==> src/rtl/pulse_interval_meter.sv <==
// rtl/pulse_interval_meter.sv - rising-edge interval meter with interval FIFO and running statistics
// Measures cycles between successive pulse_in rising edges, queues them, and tracks count/min/max/flags.
module pulse_interval_meter #(
  parameter int CNT_W = 16,
  parameter int DEPTH = 4
) (
  input  logic             clk,
  input  logic             rst,
  input  logic             pulse_in,
  input  logic             clear,
  output logic [CNT_W-1:0] interval_data,
  output logic             interval_valid,
  input  logic             interval_ready,
  output logic [15:0]      pulse_count,
  output logic [CNT_W-1:0] min_interval,
  output logic [CNT_W-1:0] max_interval,
  output logic             sat_flag,
  output logic             overflow
);

  localparam int PW = $clog2(DEPTH);
  localparam int OW = PW + 1;
  localparam logic [CNT_W-1:0] CNT_MAX  = '1;
  localparam logic [OW-1:0]    FULL_OCC = OW'(DEPTH);
  localparam logic [OW-1:0]    ONE_OCC  = OW'(1);

  typedef enum logic {IDLE, MEASURE} state_t;

  state_t           state_q, state_d;
  logic             prev_q, prev_d;
  logic [CNT_W-1:0] cnt_q, cnt_d;
  logic [15:0]      pc_q, pc_d;
  logic [CNT_W-1:0] min_q, min_d, max_q, max_d;
  logic             sat_q, sat_d, ovf_q, ovf_d;
  logic [PW-1:0]    wr_q, wr_d, rd_q, rd_d;
  logic [OW-1:0]    occ_q, occ_d;
  logic [CNT_W-1:0] head_q, head_d;
  logic [CNT_W-1:0] mem_q [DEPTH];
  logic [CNT_W-1:0] mem_d [DEPTH];

  logic edge_det, capture, pop, full, push;
  logic [PW-1:0] rd_next;

  always_comb begin
    edge_det = pulse_in & ~prev_q & ~clear;
    capture  = edge_det & (state_q == MEASURE);
    pop      = (occ_q != '0) & interval_ready;
    full     = (occ_q == FULL_OCC);
    push     = capture & (~full | pop);
    rd_next  = rd_q + 1'b1;

    prev_d  = pulse_in;
    state_d = state_q;
    cnt_d   = cnt_q;
    pc_d    = pc_q;
    min_d   = min_q;
    max_d   = max_q;
    sat_d   = sat_q;
    ovf_d   = ovf_q;
    wr_d    = wr_q;
    rd_d    = rd_q;
    occ_d   = occ_q;
    head_d  = head_q;
    mem_d   = mem_q;

    case (state_q)
      IDLE: begin
        if (edge_det) begin
          state_d = MEASURE;
          cnt_d   = CNT_W'(1);
        end
      end
      MEASURE: begin
        if (edge_det)              cnt_d = CNT_W'(1);
        else if (cnt_q != CNT_MAX) cnt_d = cnt_q + 1'b1;
      end
      default: state_d = IDLE;
    endcase

    if (edge_det && pc_q != 16'hFFFF) pc_d = pc_q + 16'd1;

    // Statistics see every capture, even one the full FIFO drops.
    if (capture) begin
      if (cnt_q < min_q) min_d = cnt_q;
      if (cnt_q > max_q) max_d = cnt_q;
      if (cnt_q == CNT_MAX) sat_d = 1'b1;
      if (full && !pop) ovf_d = 1'b1;
    end

    if (push) begin
      mem_d[wr_q] = cnt_q;
      wr_d        = wr_q + 1'b1;
    end
    if (pop) rd_d = rd_next;

    case ({push, pop})
      2'b10:   occ_d = occ_q + 1'b1;
      2'b01:   occ_d = occ_q - 1'b1;
      default: occ_d = occ_q;
    endcase

    // head_q mirrors the FIFO head so the output is a plain register.
    if (push && (occ_q == '0 || (pop && occ_q == ONE_OCC))) head_d = cnt_q;
    else if (pop && occ_q > ONE_OCC)                        head_d = mem_q[rd_next];

    if (clear) begin
      state_d = IDLE;
      cnt_d   = '0;
      pc_d    = '0;
      min_d   = '1;
      max_d   = '0;
      sat_d   = 1'b0;
      ovf_d   = 1'b0;
      wr_d    = '0;
      rd_d    = '0;
      occ_d   = '0;
      head_d  = '0;
    end
  end

  always_ff @(posedge clk) begin
    if (rst) begin
      state_q <= IDLE;
      prev_q  <= 1'b0;
      cnt_q   <= '0;
      pc_q    <= '0;
      min_q   <= '1;
      max_q   <= '0;
      sat_q   <= 1'b0;
      ovf_q   <= 1'b0;
      wr_q    <= '0;
      rd_q    <= '0;
      occ_q   <= '0;
      head_q  <= '0;
    end else begin
      state_q <= state_d;
      prev_q  <= prev_d;
      cnt_q   <= cnt_d;
      pc_q    <= pc_d;
      min_q   <= min_d;
      max_q   <= max_d;
      sat_q   <= sat_d;
      ovf_q   <= ovf_d;
      wr_q    <= wr_d;
      rd_q    <= rd_d;
      occ_q   <= occ_d;
      head_q  <= head_d;
    end
    mem_q <= mem_d;
  end

  assign interval_data  = head_q;
  assign interval_valid = (occ_q != '0);
  assign pulse_count    = pc_q;
  assign min_interval   = min_q;
  assign max_interval   = max_q;
  assign sat_flag       = sat_q;
  assign overflow       = ovf_q;

endmodule
==> config.mk <==
export PLATFORM = sky130hd
export DESIGN_NAME = pulse_interval_meter
export DESIGN_NICKNAME = d
export VERILOG_FILES = /design/src/rtl/pulse_interval_meter.sv
export SDC_FILE = /design/constraint.sdc
export NUM_CORES = 1
export LEC_CHECK = 0
export ABC_AREA = 1
export CAP_MARGIN = 10
export CORE_ASPECT_RATIO = 0.7
export CORE_UTILIZATION = 58
export CTS_CLUSTER_DIAMETER = 60
export DETAILED_ROUTE_END_ITERATION = 8
export GPL_TIMING_DRIVEN = 0
export PLACE_DENSITY = 0.84
export SLEW_MARGIN = 25
export SYNTH_ARGS = -nofsm -noshare
export SYNTH_HDL_FRONTEND = slang
export SYNTH_SLANG_ARGS = --single-unit
==> constraint.sdc <==
create_clock -name clk -period 2.5 [get_ports clk]
set_clock_uncertainty 0.15 [all_clocks]
set_input_delay 0.5 -clock clk [delete_from_list [all_inputs] [get_ports clk]]
set_output_delay 0.5 -clock clk [all_outputs]
set_load 0.01 [all_outputs]
==> impl_metrics.env, run 1 <==
export IMPL_vdd_drop_max_mv=0.527
export IMPL_yosys_register_bits=155
export IMPL_hold_class="in2reg"
export IMPL_synth_top_cell_area_share_pct=25.0
export IMPL_drive_gt1_share_pct=9.97
export IMPL_clkLatencyLatePin_ps=430
export IMPL_rsz0062_at_grt="no"
export IMPL_critPathMaxFanout=16
export IMPL_area_growth_pct=21.0
export IMPL_fp_dieH_um=98.3
export IMPL_arrival_ps=2300
export IMPL_yosysWarnings=0
export IMPL_vias=6954
export IMPL_finalPower_w=0.00527
export IMPL_overflow=0
export IMPL_post_drt_wl_per_cell_um=17.4
export IMPL_syn_area_per_cell_um2=8.24
export IMPL_drtPass1Iterations=5
export IMPL_place_area_um2=8630
export IMPL_multiInputGateArea_um2=3360
export IMPL_cpMostUsedCell="nor2_4"
export IMPL_cts_tree="yes"
export IMPL_fillerInstances=945
export IMPL_cts_buffer_depth=2
export IMPL_antenna_found_initial=0
export IMPL_yosys_most_used_dff="dfxtp_1"
export IMPL_fin_crit_ps=2390
export IMPL_worst_pin_slew_ps=752
export IMPL_yosysMostFrequentCell="nand2_1"
export IMPL_antenna_cells=0
export IMPL_drv_cap=0
export IMPL_worstPathRequired_ps=2410
export IMPL_nets=1077
export IMPL_coreArea_um2=12700
export IMPL_synth_edf_count=64
export IMPL_fmax_ghz=0.419
export IMPL_regArea_um2=3760
export IMPL_numCtsBuffers=17
export IMPL_final_cell_area_um2=9290
export IMPL_clkSlewWorstSetupHoldPaths_ps=60
export IMPL_yosysUniqueCellTypes=36
export IMPL_gp_congestion=0.953
export IMPL_yosys_area_top_type="edfxtp_1"
export IMPL_ys_top_cells_by_area="edfxtp_1, dfxtp_1, nand2_1, ha_1, nand3_1"
export IMPL_port_buffers=71
export IMPL_grt_max_degree=17
export IMPL_synth_nets=979
export IMPL_path_cells="inv_1 -> ha_1 -> nand2_1 -> nor2_2 -> nor2_4 -> clkinvlp_4 -> buf_4 -> nor2_4"
export IMPL_yosys_top_cells_count="nand2_1, inv_1, dfxtp_1, nor2_1, nand3_1"
export IMPL_cp_end_kind="flop"
export IMPL_cts_root_buf="clkbuf_16"
export IMPL_viasPerCell=5.77
export IMPL_power_density_nw_per_um2=568
export IMPL_status="finished, final reports clean"
export IMPL_setup_viol=0
export IMPL_worst_path_max_delay_cell="nor2_4"
export IMPL_fin_crit_sh_pct=95.4
export IMPL_crit_type="reg2reg"
export IMPL_crit_path_start_kind="flop"
export IMPL_initial_core_util_pct=60.6
export IMPL_final_hold_viol_count=0
export IMPL_synthCells=932
export IMPL_drc_errors=0
export IMPL_final_max_slew_viol_count=0
export IMPL_wl_um=20900
export IMPL_track_usage_pct=31.9
export IMPL_synthArstFlopShare_pct=0
export IMPL_max_slew_margin_rel_pct=49.9
export IMPL_p_leak_nw=3.74
export IMPL_rows=34
export IMPL_grt_pass1_wl_um=33200
export IMPL_crit_family="simple AND/OR/NAND/NOR gates"
export IMPL_critPathBufInv=3
export IMPL_die_area_um2=13700
export IMPL_die_x_um=140
export IMPL_drt_antenna_violating_nets=0
export IMPL_dpl_hpwl_um=14200
export IMPL_grt_pass1_vias=6423
export IMPL_cts_htree_levels=4
export IMPL_cpPeakStageDelay_ps=400
export IMPL_ios=72
export IMPL_seq_area_frac_synth_pct=48.8
export IMPL_syn_area_um2=7680
export IMPL_clkSinkCount=155
export IMPL_drt_iter0_drc=864
[report_power, final]
group,internal [W],switching [W]
clock,0.00143,0.00104
combinational,0.0000518,0.000114
sequential,0.00262,0.00000852
[per-layer routing]
| metal | up-vias | routed length, um | global-route usage, % |
|---|---|---|---|
| li1 | 3283 | - | - |
| met5 | - | 0 | 0 |
| met2 | 390 | 9320 | 49.2 |
| met4 | 0 | 554 | 14.5 |
| met1 | 3226 | 9070 | 43.7 |
| met3 | 55 | 1980 | 6.08 |
[registers in the layout, indices dropped and copies added (netlist names)]
signal,count
mem_q,64
cnt_q,16
interval_data,16
max_interval,16
min_interval,16
pulse_count,16
occ_q,3
rd_q,2
wr_q,2
overflow,1
prev_q,1
sat_flag,1
state_q,1
[path summary, 6_finish.rpt]
kind	slack, ps	depth (start not counted)	startpoint	end
hold reg to reg	330	2	sat_flag	sat_flag
setup reg to reg	110	8	occ_q[0]	mem_q[2]
hold / removal	220	3	pulse_in	prev_q
setup / recovery	110	8	occ_q[0]	mem_q[2]
[repair_timing]
| item | in CTS | in global routing |
|---|---|---|
| gates resized for setup | 0 | 26 |
| setup buffers | 0 | 6 |
| endpoints found under the hold margin | 0 | 0 |
| hold buffers | 0 | 0 |
| pin swaps | 0 | 2 |
| gates cloned | 0 | 0 |
| setup endpoints to repair | 32 | 61 |
[cells by family after synthesis]
logic type | Yosys count | share of synthesized area (%)
fa+ha+maj | 42 | 6.85
compound gates | 138 | 9.98
buf+inv | 147 | 7.97
flops | 155 | 48.8
simple gates | 438 | 25.1
xor+xnor | 12 | 1.37
[cells in the final DEF (no fill, tap or decap), drive strengths merged]
| master | synthesis | routed |
|---|---|---|
| nand2 | 225 | 225 |
| inv | 109 | 110 |
| nor2 | 97 | 97 |
| dfxtp | 91 | 91 |
| nand3 | 86 | 86 |
| a21oi | 71 | 71 |
| clkdlybuf4s50 | 0 | 69 |
| edfxtp | 64 | 64 |
| ha | 42 | 42 |
| o21ai | 38 | 38 |
| clkbuf | 10 | 33 |
| buf | 23 | 30 |
| nand4 | 16 | 16 |
| nor3 | 10 | 10 |
| a31oi | 9 | 9 |
| o211ai | 9 | 9 |
| clkinv | 5 | 9 |
| xor2 | 8 | 8 |
| a211oi | 8 | 8 |
| xnor2 | 4 | 4 |
| clkinvlp | 0 | 4 |
| nor3b | 2 | 2 |
| a22oi | 2 | 2 |
| dlymetal6s2s | 0 | 2 |
| a21o | 1 | 1 |
| nor4 | 1 | 1 |
| or2 | 1 | 1 |
| bufinv | 0 | 1 |
[metrics by stage]
step                instances  util [%]  TNS (ps)  hold WS, ps  worst slack (ps)
finish                   1205      73.2         0          215               115
global route             1205      73.2         0          238              23.5
CTS                      1199      72.5     -3230          325              -114
detailed placement       1167      68.1    -27370          310              -563
global placement         1165      67.8    -60470          302              -977
floorplan                 932         -         0          313               236
[tightest hold or removal path: stages]
cell            delay, ps
dlymetal6s2s_1        160
inv_1                  60
nor2_1                 30
[area by class of cell]
type,count,area share [%]
Tap cell,162,2.18
Multi-Input combinational cell,630,36.1
Buffer,33,1.99
Clock buffer,22,5.01
Clock inverter,10,0.997
Sequential cell,155,40.5
Timing Repair Buffer,79,8.52
Inverter,114,4.68
(Power assumes the default switching activity.)
==> inputs of run 2 (changes only) <==
Settings changed: RECOVER_POWER from default to 100.
==> run 2 against run 1 <==
  * Register-to-register slack about the same
  * Non-clock buffer count unchanged
  * Power decreased by 0.23%
  * Die area unchanged
  * Cell count unchanged
  * Utilization decreased by 0.57 points
  * Clock power about the same
  * Worst setup slack got worse by 2.3 ps
  * Wire length decreased by 0.65%
  * Critical path depth increased by 4
  * Global-route usage unchanged
  * Hold slack improved by 1.3 ps
==> impl_metrics.env, run 2 (synthesis results as in run 1) <==
export IMPL_p_sw_share_pct=22.1
export IMPL_seq_power_share_pct=50.1
export IMPL_drtPass1Iterations=5
export IMPL_worstPathRequired_ps=2730
export IMPL_fin_crit_ps=2390
export IMPL_dpl_hpwl_um=14200
export IMPL_drive_gt1_share_pct=8.05
export IMPL_critPathMaxFanout=10
export IMPL_pwr_share_comb_pct=3.0
export IMPL_arrival_ps=2610
export IMPL_grt_max_degree=17
export IMPL_final_max_slew_viol_count=0
export IMPL_fmax_ghz=0.419
export IMPL_antenna_found_initial=0
export IMPL_vdd_drop_max_mv=0.524
export IMPL_area_growth_pct=20.0
export IMPL_reg2reg_slack_ps=110
export IMPL_crit_path_start_kind="flop"
export IMPL_drv_cap=0
export IMPL_status="finished, final reports clean"
export IMPL_wl_um=20800
export IMPL_numCtsBuffers=17
export IMPL_hold_buffers=0
export IMPL_overflow=0
export IMPL_power_switching_w=0.00116
export IMPL_layout_commonest_cell="nand2_1"
export IMPL_clkSlewWorstSetupHoldPaths_ps=60
export IMPL_drt_iter0_drc=902
export IMPL_ios=72
export IMPL_largest_reg_flops=64
export IMPL_holdPathEnd="prev_q"
export IMPL_crit_type="reg2reg"
export IMPL_cp_end_kind="flop"
export IMPL_vias=6909
export IMPL_fin_crit_sh_pct=95.5
export IMPL_final_hold_viol_count=0
export IMPL_cts_htree_levels=4
export IMPL_final_cell_mix="nand2_1, inv_1, nor2_1, dfxtp_1, nand3_1"
export IMPL_grt_pass1_wl_um=33200
export IMPL_rows=34
export IMPL_grt_pass1_vias=6423
export IMPL_setup_ws_ps=112
export IMPL_viasPerCell=5.73
export IMPL_cts_root_buf="clkbuf_16"
export IMPL_drc_errors=0
export IMPL_die_area_um2=13700
export IMPL_gp_congestion=0.953
export IMPL_reg2reg_from="occ_q[0]"
export IMPL_r2r_end="interval_data[11]"
export IMPL_hold_depth=3
export IMPL_antenna_cells=0
export IMPL_p_int_w=0.00410
export IMPL_hold_class="in2reg"
export IMPL_nets=1077
export IMPL_max_slew_margin_rel_pct=50.8
export IMPL_cts_buffer_depth=2
export IMPL_worst_pin_slew_ps=739
export IMPL_drt_antenna_violating_nets=0
export IMPL_ff2ff_path_depth=12
export IMPL_min_from="pulse_in"
export IMPL_largest_register="mem_q"
export IMPL_clockPowerShare_pct=46.9
export IMPL_clkLatencyLatePin_ps=430
export IMPL_cts_tree="yes"
export IMPL_place_ws_ps=-563
export IMPL_rsz0062_at_grt="no"
export IMPL_track_usage_pct=31.9
export IMPL_clkSinkCount=155
export IMPL_port_buffers=71
export IMPL_fp_dieH_um=98.3
export IMPL_die_x_um=140
export IMPL_post_drt_wl_per_cell_um=17.3
export IMPL_setup_viol=0
export IMPL_p_leak_nw=3.85
export IMPL_initial_core_util_pct=60.6
export IMPL_coreArea_um2=12700
export IMPL_power_density_nw_per_um2=571
export IMPL_hold_ws_ps=217
## run 2: changes by cell type in the layout (fill, tap and decap cells not counted), moves of 3 or more
cell             delta
dfxtp_2             -9
dfxtp_1             +9
dlygate4sd3_1      +67
buf_4               -3
inv_1               +3
clkdlybuf4s50_1    -67
## run 2: power groups by stage
stage	Sequential, W	Clock [W]	Combinational (W)
global placement	0.00269	0	0.000151
CTS	0.00263	0.00247	0.000156
floorplan	0.00269	0	0.0000961
finish	0.00263	0.00247	0.000158
detailed placement	0.00269	0	0.000154
global route	0.00263	0.00259	0.000171
## run 2: repair_timing
| action | CTS | global route |
|---|---|---|
| pin swaps | 0 | 2 |
| endpoints found under the setup margin | 32 | 61 |
| cloned | 0 | 0 |
| buffers inserted | 0 | 6 |
| resized for setup | 0 | 26 |
## run 2: through the flow
step | area, um^2 | util, % | instances | total power, W | TNS (ps)
after global routing | 9210 | 72.7 | 1205 | 0.00539 | 0
after CTS | 9190 | 72.5 | 1199 | 0.00526 | -3230
final | 9210 | 72.7 | 1205 | 0.00526 | 0
after floorplan | 7680 | - | 932 | 0.00278 | 0
after global placement | 8590 | 67.8 | 1165 | 0.00284 | -60470
after detailed placement | 8630 | 68.1 | 1167 | 0.00284 | -27370
## run 2: critical path: stages, from the launching register on
cell and delay (ps):
dfxtp_2 340, inv_1 130, ha_1 210, nand2_1 70, nor2_1 340, nor2_4 110, clkbuf_4 160, nand2_1 90
inv_1 120, clkbuf_2 220, nand2_1 160, o211ai_1 110, nor2_1 110
## run 2: how the worst max path moves through the flow
stage	start	to	slack [ps]	depth (start not counted)
after floorplan	pulse_in	mem_q[0]	240	6
after global placement	pulse_in	mem_q[50]	-980	7
after detailed placement	pulse_in	mem_q[2]	-560	7
after CTS	pulse_in	mem_q[2]	-110	7
after global routing	pulse_count[0]	pulse_count[10]	20	11
final	occ_q[0]	interval_data[11]	110	12
## run 2: final cells by class
type	count	area (um^2)
Clock buffer	22	465
Sequential cell	155	3750
Tap cell	162	203
Timing Repair Buffer	79	781
Fill cell	966	3460
Clock inverter	10	92.6
Inverter	114	433
Multi-Input combinational cell	630	3320
Buffer	33	173
## run 2: layer usage
layer,track usage (%),vias to the layer above,share of wire [%]
met4,14.5,0,2.5
met2,49.2,349,45
met3,6.08,51,9.6
li1,-,3292,-
met1,43.7,3217,43
met5,0,-,0
==> inputs of run 3 (changes only) <==
Settings changed: TNS_END_PERCENT from default to 50.
==> run 3 against run 2 <==
  * Flip-flop and latch count did not move
  * Combinational power about the same
  * Critical path depth down 4
  * Non-clock buffer count shrank 6
  * Die area is the same
  * Sequential power is essentially flat
  * Design area hardly changed
  * Wire length is 0.24% lower
  * Sequential share of layout area about the same
==> impl_metrics.env, run 3 (synthesis results as in run 1) <==
export IMPL_cts_tree="yes"
export IMPL_cts_setup_buffers=0
export IMPL_cts_root_buf="clkbuf_16"
export IMPL_rsz0062_at_grt="yes"
export IMPL_overflow=0
export IMPL_status="finished, final reports clean"
export IMPL_critPathMaxFanout=10
export IMPL_grtUsageMet3_pct=6.08
export IMPL_hold_class="reg2reg"
export IMPL_wl_um=20700
export IMPL_cts_buffer_depth=2
export IMPL_clkSinkCount=155
export IMPL_holdPathEnd="sat_flag"
export IMPL_post_cts_resize_count=0
export IMPL_vias=6899
export IMPL_die_area_um2=13700
export IMPL_gp_congestion=0.953
export IMPL_p_leak_nw=3.70
export IMPL_drive_gt1_share_pct=8.10
export IMPL_met2_usage_pct=49.2
export IMPL_final_cell_mix="nand2_1, inv_1, dfxtp_1, nor2_1, nand3_1"
export IMPL_fin_crit_sh_pct=100
export IMPL_setup_ws_ps=0.902
export IMPL_hold_depth=2
export IMPL_max_slew_margin_rel_pct=51.4
export IMPL_coreArea_um2=12700
export IMPL_port_buffers=71
export IMPL_fp_dieH_um=98.3
export IMPL_antenna_cells=0
export IMPL_ff2ff_path_depth=11
export IMPL_setup_viol=0
export IMPL_final_core_util_pct=72.6
export IMPL_final_hold_viol_count=0
export IMPL_drt_iter0_drc=830
export IMPL_arrival_ps=2500
export IMPL_ios=72
export IMPL_fin_crit_ps=2500
export IMPL_viasPerCell=5.75
export IMPL_antenna_found_initial=0
export IMPL_cts_htree_levels=4
export IMPL_track_usage_pct=31.9
export IMPL_final_max_slew_viol_count=0
export IMPL_dpl_hpwl_um=14200
export IMPL_die_x_um=140
export IMPL_grt_pass1_wl_um=33200
export IMPL_rows=34
export IMPL_drv_cap=0
export IMPL_min_from="sat_flag"
export IMPL_reg2reg_from="occ_q[1]"
export IMPL_crit_path_start_kind="input pin"
export IMPL_worstPathRequired_ps=2500
export IMPL_drt_antenna_violating_nets=0
export IMPL_fillerInstances=960
export IMPL_grtUsageMet1_pct=43.7
export IMPL_place_ws_ps=-563
export IMPL_grt_max_degree=17
export IMPL_area_growth_pct=20.0
export IMPL_cp_end_kind="flop"
export IMPL_grt_pass1_vias=6423
export IMPL_finalPower_w=0.00527
export IMPL_fmax_ghz=0.400
export IMPL_largest_register="mem_q"
export IMPL_clkSlewWorstSetupHoldPaths_ps=60
export IMPL_layout_commonest_cell="nand2_1"
export IMPL_drc_errors=0
export IMPL_vdd_drop_max_mv=0.526
export IMPL_reg2reg_slack_ps=60
export IMPL_hold_buffers=0
export IMPL_worst_pin_slew_ps=729
export IMPL_clkLatencyLatePin_ps=440
export IMPL_power_density_nw_per_um2=572
export IMPL_post_drt_wl_per_cell_um=17.3
export IMPL_initial_core_util_pct=60.6
export IMPL_drtPass1Iterations=5
export IMPL_r2r_end="occ_q[2]"
export IMPL_crit_type="in2reg"
export IMPL_largest_reg_flops=64
export IMPL_numCtsBuffers=17
export IMPL_nets=1071
export IMPL_top_usage_layer="met2"
-- run 3: metal layers --
metal  vias up  share of wire (%)
met5         -                  0
met2       357                 44
met1      3206                 44
met4         0                2.8
met3        53                9.3
li1       3283                  -
-- run 3: metrics by stage --
stage          hold slack [ps]  instances  TNS (ps)  cell area [um^2]
2_1_floorplan              313        932         0              7680
3_3_place_gp               302       1165    -60470              8590
3_5_place_dp               310       1167    -27370              8630
4_1_cts                    325       1199     -3230              9190
5_1_grt                    344       1199     -1100              9210
6_report                   325       1199         0              9210
-- run 3: worst max path at each step --
stage                     depth (start not counted)  slack [ps]     start   endpoint
after CTS                                         7        -110  pulse_in   mem_q[2]
after global routing                             11        -150  pulse_in   occ_q[2]
after detailed placement                          7        -560  pulse_in   mem_q[2]
after global placement                            7        -980  pulse_in  mem_q[50]
after floorplan                                   6         240  pulse_in   mem_q[0]
final                                             8         0.9  pulse_in  mem_q[34]
-- run 3: layout make-up --
| cell class | instances | area, um^2 | area share [%] |
|---|---|---|---|
| Buffer | 33 | 185 | 2.01 |
| Sequential cell | 155 | 3740 | 40.7 |
| Multi-Input combinational cell | 630 | 3340 | 36.3 |
| Timing Repair Buffer | 73 | 743 | 8.07 |
| Clock inverter | 10 | 92.6 | 1.01 |
| Tap cell | 162 | 203 | 2.20 |
| Clock buffer | 22 | 465 | 5.06 |
| Inverter | 114 | 430 | 4.67 |
-- run 3: critical path, stage by stage --
cell and delay (ps):
clkdlybuf4s50_1 540, nand2_2 130, nor2_8 180, nand2_4 100
nor2_4 180, inv_1 210, nor2_2 430, buf_8 210
-- run 3: where the power goes --
group / total, W / switching, W / internal, W / leakage (nW)
Clock: 0.00247 / 0.00104 / 0.00143 / 0.264
Sequential: 0.00263 / 0.00000834 / 0.00262 / 1.31
Combinational: 0.000160 / 0.000112 / 0.0000478 / 2.13
